## config.mk

```make
export PLATFORM = sky130hd
export DESIGN_NAME = cga_vram_arbiter
export DESIGN_NICKNAME = d
export VERILOG_FILES = /design/src/rtl/cga_vram_arbiter.sv
export SDC_FILE = /design/constraint.sdc
export NUM_CORES = 1
export LEC_CHECK = 0
export ABC_AREA = 1
export CORE_ASPECT_RATIO = 1.25
export CORE_MARGIN = 2
export CORE_UTILIZATION = 46
export DETAILED_ROUTE_END_ITERATION = 10
export GPL_TIMING_DRIVEN = 0
export PLACE_DENSITY = 0.86
export SYNTH_ARGS = -nofsm -noshare
export SYNTH_HDL_FRONTEND = slang
export SYNTH_SLANG_ARGS = --single-unit
```

## constraint.sdc

```tcl
create_clock -name clk -period 2.75 [get_ports clk]
set_clock_uncertainty 0.05 [all_clocks]
set_input_delay 0.55 -clock clk [delete_from_list [all_inputs] [get_ports clk]]
set_output_delay 0.55 -clock clk [all_outputs]
set_load 0.01 [all_outputs]
```

## src/rtl/cga_vram_arbiter.sv

```systemverilog
// Video SRAM arbiter: display fetches own the SRAM on sequencer strobes, host
// ISA reads/writes run as SETUP/STROBE/HOLD operations inside the ISA windows.
module cga_vram_arbiter #(
   parameter int ADDR_W      = 14,
   parameter int START_LIMIT = 11
) (
   input  logic              clk,
   input  logic              reset_n,
   input  logic [4:0]        clk_seq,
   input  logic              vram_read,
   input  logic              vram_read_a0,
   input  logic              vram_read_char,
   input  logic              vram_read_att,
   input  logic              isa_op_enable,
   input  logic [ADDR_W-2:0] disp_addr,
   input  logic              bus_rd_req,
   input  logic              bus_wr_req,
   input  logic [ADDR_W-1:0] bus_addr,
   input  logic [7:0]        bus_din,
   output logic [7:0]        bus_dout,
   output logic              bus_ack,
   output logic              bus_wait,
   output logic [ADDR_W-1:0] ram_a,
   input  logic [7:0]        ram_d_in,
   output logic [7:0]        ram_d_out,
   output logic              ram_d_oe,
   output logic              ram_oe_l,
   output logic              ram_we_l,
   output logic [7:0]        char_byte,
   output logic [7:0]        attr_byte
);

   typedef enum logic [2:0] {IDLE, PEND, SETUP, STROBE, HOLD} state_t;

   state_t            state_q;
   logic              wr_q;
   logic [ADDR_W-1:0] addr_q;
   logic [7:0]        din_q;
   logic              bus_ack_q;
   logic              bus_wait_q;
   logic [7:0]        char_q;
   logic [7:0]        attr_q;
   logic [7:0]        dout_q;

   logic [ADDR_W-1:0] ram_a_d;
   logic [7:0]        ram_d_out_d;
   logic              ram_d_oe_d;
   logic              ram_oe_l_d;
   logic              ram_we_l_d;

   logic              start_ok;
   logic              isa_active;
   logic              unused_seq;

   // Only the phase within a half-line matters; the half bit is irrelevant here.
   assign unused_seq = clk_seq[4];
   assign start_ok   = isa_op_enable && (clk_seq[3:0] <= 4'(START_LIMIT));
   assign isa_active = (state_q == SETUP) || (state_q == STROBE) || (state_q == HOLD);

   always_ff @(posedge clk or negedge reset_n) begin
      if (!reset_n) begin
         state_q    <= IDLE;
         wr_q       <= 1'b0;
         addr_q     <= '0;
         din_q      <= 8'h00;
         bus_ack_q  <= 1'b0;
         bus_wait_q <= 1'b0;
      end else begin
         case (state_q)
            IDLE: begin
               bus_ack_q <= 1'b0;
               if (bus_wr_req || bus_rd_req) begin
                  wr_q       <= bus_wr_req;
                  addr_q     <= bus_addr;
                  din_q      <= bus_din;
                  bus_wait_q <= 1'b1;
                  state_q    <= PEND;
               end
            end
            PEND: begin
               if (start_ok) state_q <= SETUP;
            end
            SETUP: state_q <= STROBE;
            STROBE: begin
               bus_ack_q  <= 1'b1;
               bus_wait_q <= 1'b0;
               state_q    <= HOLD;
            end
            HOLD: begin
               bus_ack_q <= 1'b0;
               state_q   <= IDLE;
            end
            default: state_q <= IDLE;
         endcase
      end
   end

   always_ff @(posedge clk or negedge reset_n) begin
      if (!reset_n) begin
         char_q <= 8'h00;
         attr_q <= 8'h00;
         dout_q <= 8'h00;
      end else begin
         if (vram_read_char) char_q <= ram_d_in;
         if (vram_read_att)  attr_q <= ram_d_in;
         if ((state_q == STROBE) && !wr_q) dout_q <= ram_d_in;
      end
   end

   // Display fetch always wins; the sequencer keeps ISA operations clear of it.
   always_comb begin
      ram_a_d     = '0;
      ram_d_out_d = 8'h00;
      ram_d_oe_d  = 1'b0;
      ram_oe_l_d  = 1'b1;
      ram_we_l_d  = 1'b1;
      if (vram_read) begin
         ram_a_d    = {disp_addr, vram_read_a0};
         ram_oe_l_d = 1'b0;
      end else if (isa_active) begin
         ram_a_d = addr_q;
         if (wr_q) begin
            ram_d_oe_d  = 1'b1;
            ram_d_out_d = din_q;
            ram_we_l_d  = (state_q != STROBE);
         end else begin
            ram_oe_l_d = (state_q == SETUP);
         end
      end
   end

   assign ram_a     = ram_a_d;
   assign ram_d_out = ram_d_out_d;
   assign ram_d_oe  = ram_d_oe_d;
   assign ram_oe_l  = ram_oe_l_d;
   assign ram_we_l  = ram_we_l_d;
   assign bus_ack   = bus_ack_q;
   assign bus_wait  = bus_wait_q;
   assign bus_dout  = dout_q;
   assign char_byte = char_q;
   assign attr_byte = attr_q;

endmodule

```

==> impl_metrics.env, run 1 <==
export IMPL_status="finished, final reports clean"
export IMPL_crit_type="reg2out"
export IMPL_cts_buffers=5
export IMPL_fp_dieW_um=70.3
export IMPL_die_area_sq_mm=0.00610
export IMPL_grt_max_degree=29
export IMPL_tightestPinTransition_ns=0.582
export IMPL_via_per_inst=4.71
export IMPL_reg2reg_slack_ns=1.41
export IMPL_syn_area_sq_mm=0.00253
export IMPL_cp_slowest_cell="clkdlybuf4s50_1"
export IMPL_crit_path_end_kind="primary output"
export IMPL_slew_viol_final=0
export IMPL_synthesis_nets=359
export IMPL_hold_viol_final=0
export IMPL_syn_avg_cell_area_sq_um=8.36
export IMPL_cts_tree="built"
export IMPL_clock_sinks=52
export IMPL_yosys_warnings=0
export IMPL_fin_ws_ns=0.160
export IMPL_final_util_pct=70.0
export IMPL_drv_cap=0
export IMPL_setup_viol=0
export IMPL_synth_distinct_cells=21
export IMPL_p_per_area_mw_per_mm2=860
export IMPL_ys_seq_area_share_pct=51.5
export IMPL_ys_seq_elements=52
export IMPL_cts_buffer_depth=2
export IMPL_multi_input_area_sq_um=946
export IMPL_antenna_found_initial=0
export IMPL_wire_per_inst_um=12.2
export IMPL_grt_pass1_wl_um=9760
export IMPL_async_flop_share_pct=100
export IMPL_clk_pin_slew_ns=0.10
export IMPL_initial_core_util_pct=47.1
export IMPL_fin_crit_ns=2.59
export IMPL_vias=2243
export IMPL_rsz0062_at_grt="false"
export IMPL_required_ns=2.15
export IMPL_synthCells=302
export IMPL_drive_gt1_share_pct=12.6
export IMPL_slew_headroom_pct=61.2
export IMPL_fmax_mhz=386
export IMPL_clk_latency_ns=0.30
export IMPL_area_growth_pct=48.8
export IMPL_peakVddDrop_uv=552
export IMPL_total_power_mw=3.23
export IMPL_grt_total_usage_pct=20.0
export IMPL_ys_flop_type="dfrtp_1"
export IMPL_nFillCells=424
export IMPL_synth_edf_count=0
export IMPL_rr_endpoint="addr_q[8]"
export IMPL_hold_buffers=0
export IMPL_top_level_ports=108
export IMPL_drt_first_pass_iters=4
export IMPL_grt_remaining_overflow=0
export IMPL_hold_path_class="in2async"
export IMPL_drt_initial_drc_count=83
export IMPL_crit_chain="nor2_4, inv_1, nand2_2, buf_4, nand3b_1, nand2_1, clkdlybuf4s50_1"
export IMPL_drc=0
export IMPL_reg2regPathDepth=6
export IMPL_start_kind="register"
export IMPL_cts_root_buf="clkbuf_8"
export IMPL_dieHeight_um=86.9
export IMPL_dp_hpwl_um=4610
export IMPL_ff_latch_area_sq_mm=0.00130
export IMPL_coreArea_sq_mm=0.00537
export IMPL_worstReg2RegStart="state_q[0]"
export IMPL_diodes=0
export IMPL_dpl_worst_slack_ns=0.269
export IMPL_crit_fanout=10
export IMPL_grt_pass1_vias=2236
export IMPL_fin_nets=468
export IMPL_post_cts_buffers=0
export IMPL_cts_max_level=2
export IMPL_antenna_left=0
export IMPL_gp_congestion=0.759
export IMPL_cpPeakStageDelay_ns=0.53
export IMPL_io_buffers=101
export IMPL_rows=30
export IMPL_worstPathArrival_ns=1.99
export IMPL_p_leak_nw=1.82
export IMPL_post_route_period_util_pct=94.2
export IMPL_wl_um=5790
## sequential cells by signal, indices dropped and copies added (netlist names)
register	flops
bus_wait	1
din_q	8
attr_byte	8
bus_ack	1
state_q	3
wr_q	1
char_byte	8
addr_q	14
bus_dout	8
## Yosys cell counts (2+ instances only)
| library cell | n | area (sq um) |
|---|---|---|
| nand2_1 | 84 | 315 |
| a21oi_1 | 17 | 85.1 |
| nand3b_1 | 14 | 105 |
| buf_4 | 2 | 15.0 |
| nand3_1 | 3 | 15.0 |
| o21ai_0 | 9 | 45.0 |
| dfrtp_1 | 52 | 1300 |
| nand3_2 | 2 | 20.0 |
| nor2_1 | 32 | 120 |
| buf_6 | 4 | 45.0 |
| buf_2 | 4 | 20.0 |
| o21ai_2 | 22 | 193 |
| inv_1 | 46 | 173 |
| inv_2 | 2 | 7.51 |
| clkbuf_1 | 3 | 11.3 |
## layout make-up
cell class	instances	area share, %
clock inverters	3	1.23
plain buffers	15	2.96
clock buffers	5	1.83
flip-flops and latches	52	34.6
repair buffers	102	27.3
well taps	64	2.13
multi-input cells	187	25.2
inverters	48	4.79
## timing repair
item,CTS,global route
endpoints found under the setup margin,0,17
hold endpoints to repair,0,0
gates resized for setup,0,2
## logic make-up after synthesis
kind of cell,count (synthesis),synth area share (%)
AND/OR/NAND/NOR,139,24.2
buffers and inverters,63,11.5
flip-flops,52,51.5
AO/OA/AOI/OAI,48,12.8
## where the power goes
group	total (mW)	internal [mW]	switching [mW]	leakage, nW
Clock	0.531	0.274	0.257	0.0548
Combinational	1.49	0.737	0.758	1.14
Sequential	1.21	1.05	0.163	0.622
## metrics by stage
stage	setup TNS [ns]	instance area (sq um)	hold WS (ns)	std cells
after floorplan	0	2530	0.204	302
after global placement	-21.52	3620	0.413	467
after detailed placement	0	3630	0.420	468
after CTS	0	3750	0.190	476
after global routing	0	3760	0.209	476
final	0	3760	0.181	476
## routing by layer
layer	share of wire (%)	global-route usage, %	up-vias
li1	-	-	1137
met4	1.2	5.77	0
met2	51	35.9	83
met3	9.4	6.48	5
met1	38	22.8	1018
met5	0	0	-
## cell usage in the layout, fill, tap and decap left out
cell             instances
inv_6                    1
buf_4                    2
buf_6                    4
nand3b_1                14
inv_1                   46
nand2_4                  1
inv_2                    2
o21ai_2                 22
buf_12                   1
buf_2                    5
nand2_2                  1
clkbuf_8                 5
clkbuf_2                 1
bufinv_16                1
nand3_2                  1
dfrtp_1                 52
a21oi_1                 17
nor2_4                   2
nand2_1                 84
nor2_1                  32
clkbuf_1                 3
clkinvlp_4               1
clkdlybuf4s50_1        100
nand3_4                  1
nand3_1                  3
o21ai_0                  9
buf_8                    1
## worst max path at each step
stage	startpoint	endpoint	cells past startpoint	slack [ns]
floorplan	vram_read	ram_a[10]	6	0.89
global placement	reset_n	addr_q[11]	1	-0.42
detailed placement	vram_read	ram_d_out[6]	5	0.27
CTS	state_q[0]	ram_d_out[6]	6	0.01
global route	state_q[0]	ram_d_out[6]	6	0.01
finish	state_q[0]	ram_a[12]	7	0.16
## critical path: cells and delay by family, from the launching register on
kind / cells / cell delay, ns
buffers and inverters: 3 / 0.80
flip-flops: 1 / 0.44
AND/OR/NAND/NOR: 4 / 0.44
Power figures use the tool's default switching activity.
==> run 2: changes to the inputs <==
Settings changed: CAP_MARGIN set to 20, SLEW_MARGIN set to 10.
==> results of run 2 <==
The final DEF is identical to that of run 1; final timing and power are the same.
==> run 3: changes to the inputs <==
Settings changed: CORE_UTILIZATION 46 to 42, PLACE_DENSITY 0.86 to 0.79, SKIP_CTS_REPAIR_TIMING set to 1.
Clock period 2.75 ns to 2.66 ns, I/O delays scaled along.
==> impl_metrics.env, run 3 (synthesized netlist as in run 1, its figures left out) <==
export IMPL_status="finished, final reports clean"
export IMPL_largest_reg_flops=14
export IMPL_final_area_sq_mm=0.00377
export IMPL_crit_type="reg2out"
export IMPL_p_per_area_mw_per_mm2=888
export IMPL_coreArea_sq_mm=0.00582
export IMPL_drt_first_pass_iters=4
export IMPL_fin_ws_ns=0.158
export IMPL_tightestPinTransition_ns=0.645
export IMPL_hold_viol_final=0
export IMPL_fin_nets=469
export IMPL_slew_headroom_pct=57.0
export IMPL_initial_core_util_pct=43.4
export IMPL_clk_pin_slew_ns=0.10
export IMPL_fp_dieW_um=73.4
export IMPL_drt_initial_drc_count=82
export IMPL_fin_crit_ns=2.50
export IMPL_cts_root_buf="clkbuf_8"
export IMPL_cts_tree="built"
export IMPL_layout_cells_most_common_list="98 x clkdlybuf4s50_1, 84 x nand2_1, 52 x dfrtp_1"
export IMPL_layout_commonest_cell="clkdlybuf4s50_1"
export IMPL_drv_cap=0
export IMPL_post_route_period_util_pct=94.1
export IMPL_grt_pass1_wl_um=9490
export IMPL_grt_max_degree=29
export IMPL_worstPathArrival_ns=1.92
export IMPL_wl_um=5850
export IMPL_crit_fanout=10
export IMPL_top_level_ports=108
export IMPL_clock_sinks=52
export IMPL_final_cells=479
export IMPL_nFillCells=488
export IMPL_area_growth_pct=49.4
export IMPL_slew_viol_final=0
export IMPL_use_met3_pct=6.81
export IMPL_cts_buffer_depth=2
export IMPL_place_area_sq_mm=0.00363
export IMPL_drc=0
export IMPL_hold_path_class="in2async"
export IMPL_total_power_mw=3.35
export IMPL_p_leak_nw=1.86
export IMPL_cts_buffers=5
export IMPL_cts_max_level=2
export IMPL_io_buffers=101
export IMPL_gp_congestion=0.735
export IMPL_die_area_sq_mm=0.00665
export IMPL_grt_total_usage_pct=18.1
export IMPL_final_util_pct=64.9
export IMPL_antenna_left=0
export IMPL_diodes=0
export IMPL_grt_remaining_overflow=0
export IMPL_start_kind="register"
export IMPL_vias=2205
export IMPL_drive_gt1_share_pct=12.8
export IMPL_wire_per_inst_um=12.2
export IMPL_top_usage_layer="met2"
export IMPL_antenna_found_initial=0
export IMPL_setup_viol=0
export IMPL_required_ns=2.08
export IMPL_crit_path_end_kind="primary output"
export IMPL_dp_cells=470
export IMPL_clk_latency_ns=0.29
export IMPL_peakVddDrop_uv=520
export IMPL_dp_hpwl_um=4620
export IMPL_largest_register="addr_q"
export IMPL_fmax_mhz=400
export IMPL_rows=31
export IMPL_via_per_inst=4.60
export IMPL_dieHeight_um=90.7
export IMPL_grt_pass1_vias=2122
export IMPL_dpl_worst_slack_ns=0.211
export IMPL_gr_usage_met1_pct=20.3
export IMPL_grt_util_met2_pct=31.8
-- run 3: cell count changes in the layout (fill, tap and decap cells not counted), sizes merged --
cell,previous run,this run
buf,13,14
clkdlybuf4s50,100,98
dlymetal6s2s,0,2
-- run 3: report_power, final --
group	leakage [nW]	internal, mW	switching, mW
Sequential	0.622	1.08	0.173
Combinational	1.18	0.771	0.782
Clock	0.0548	0.283	0.261
-- run 3: path summary, 6_finish.rpt --
| path | end | slack, ns | start | cells past startpoint |
|---|---|---|---|---|
| setup / recovery | ram_a[12] | 0.16 | state_q[1] | 7 |
| hold / removal | din_q[6] | 0.19 | reset_n | 1 |
| setup reg to reg | addr_q[1] | 1.27 | state_q[1] | 7 |
| hold reg to reg | wr_q | 0.44 | wr_q | 2 |
| max in group asynchronous | addr_q[2] | 1.81 | reset_n | 2 |
| min in group clk | wr_q | 0.44 | wr_q | 2 |
-- run 3: worst max-delay path: stages (launching register included) --
cell and delay [ns]:
dfrtp_1 0.43, nor2_4 0.13, inv_1 0.07, nand2_2 0.13
buf_4 0.18, nand3b_1 0.08, nand2_1 0.06, clkdlybuf4s50_1 0.53
-- run 3: stage by stage --
step / hold WS [ns] / TNS, ns
floorplan: 0.186 / 0
global placement: 0.414 / -26.04
detailed placement: 0.418 / 0
CTS: 0.209 / -0.420
global route: 0.225 / -0.0127
finish: 0.193 / 0
-- run 3: area by class of cell --
class | instances | area, sq um | area share, %
Buffer | 15 | 111 | 2.95
Clock buffer | 5 | 68.8 | 1.82
Clock inverter | 3 | 46.3 | 1.23
Inverter | 48 | 180 | 4.77
Multi-Input combinational cell | 187 | 946 | 25.1
Sequential cell | 52 | 1300 | 34.5
Tap cell | 66 | 82.6 | 2.19
Timing Repair Buffer | 103 | 1040 | 27.5
-- run 3: routing by layer --
layer	vias to the layer above	part of all wire, %
met3	6	9.6
met2	79	49
met4	0	1.1
met1	984	40
met5	-	0
li1	1136	-
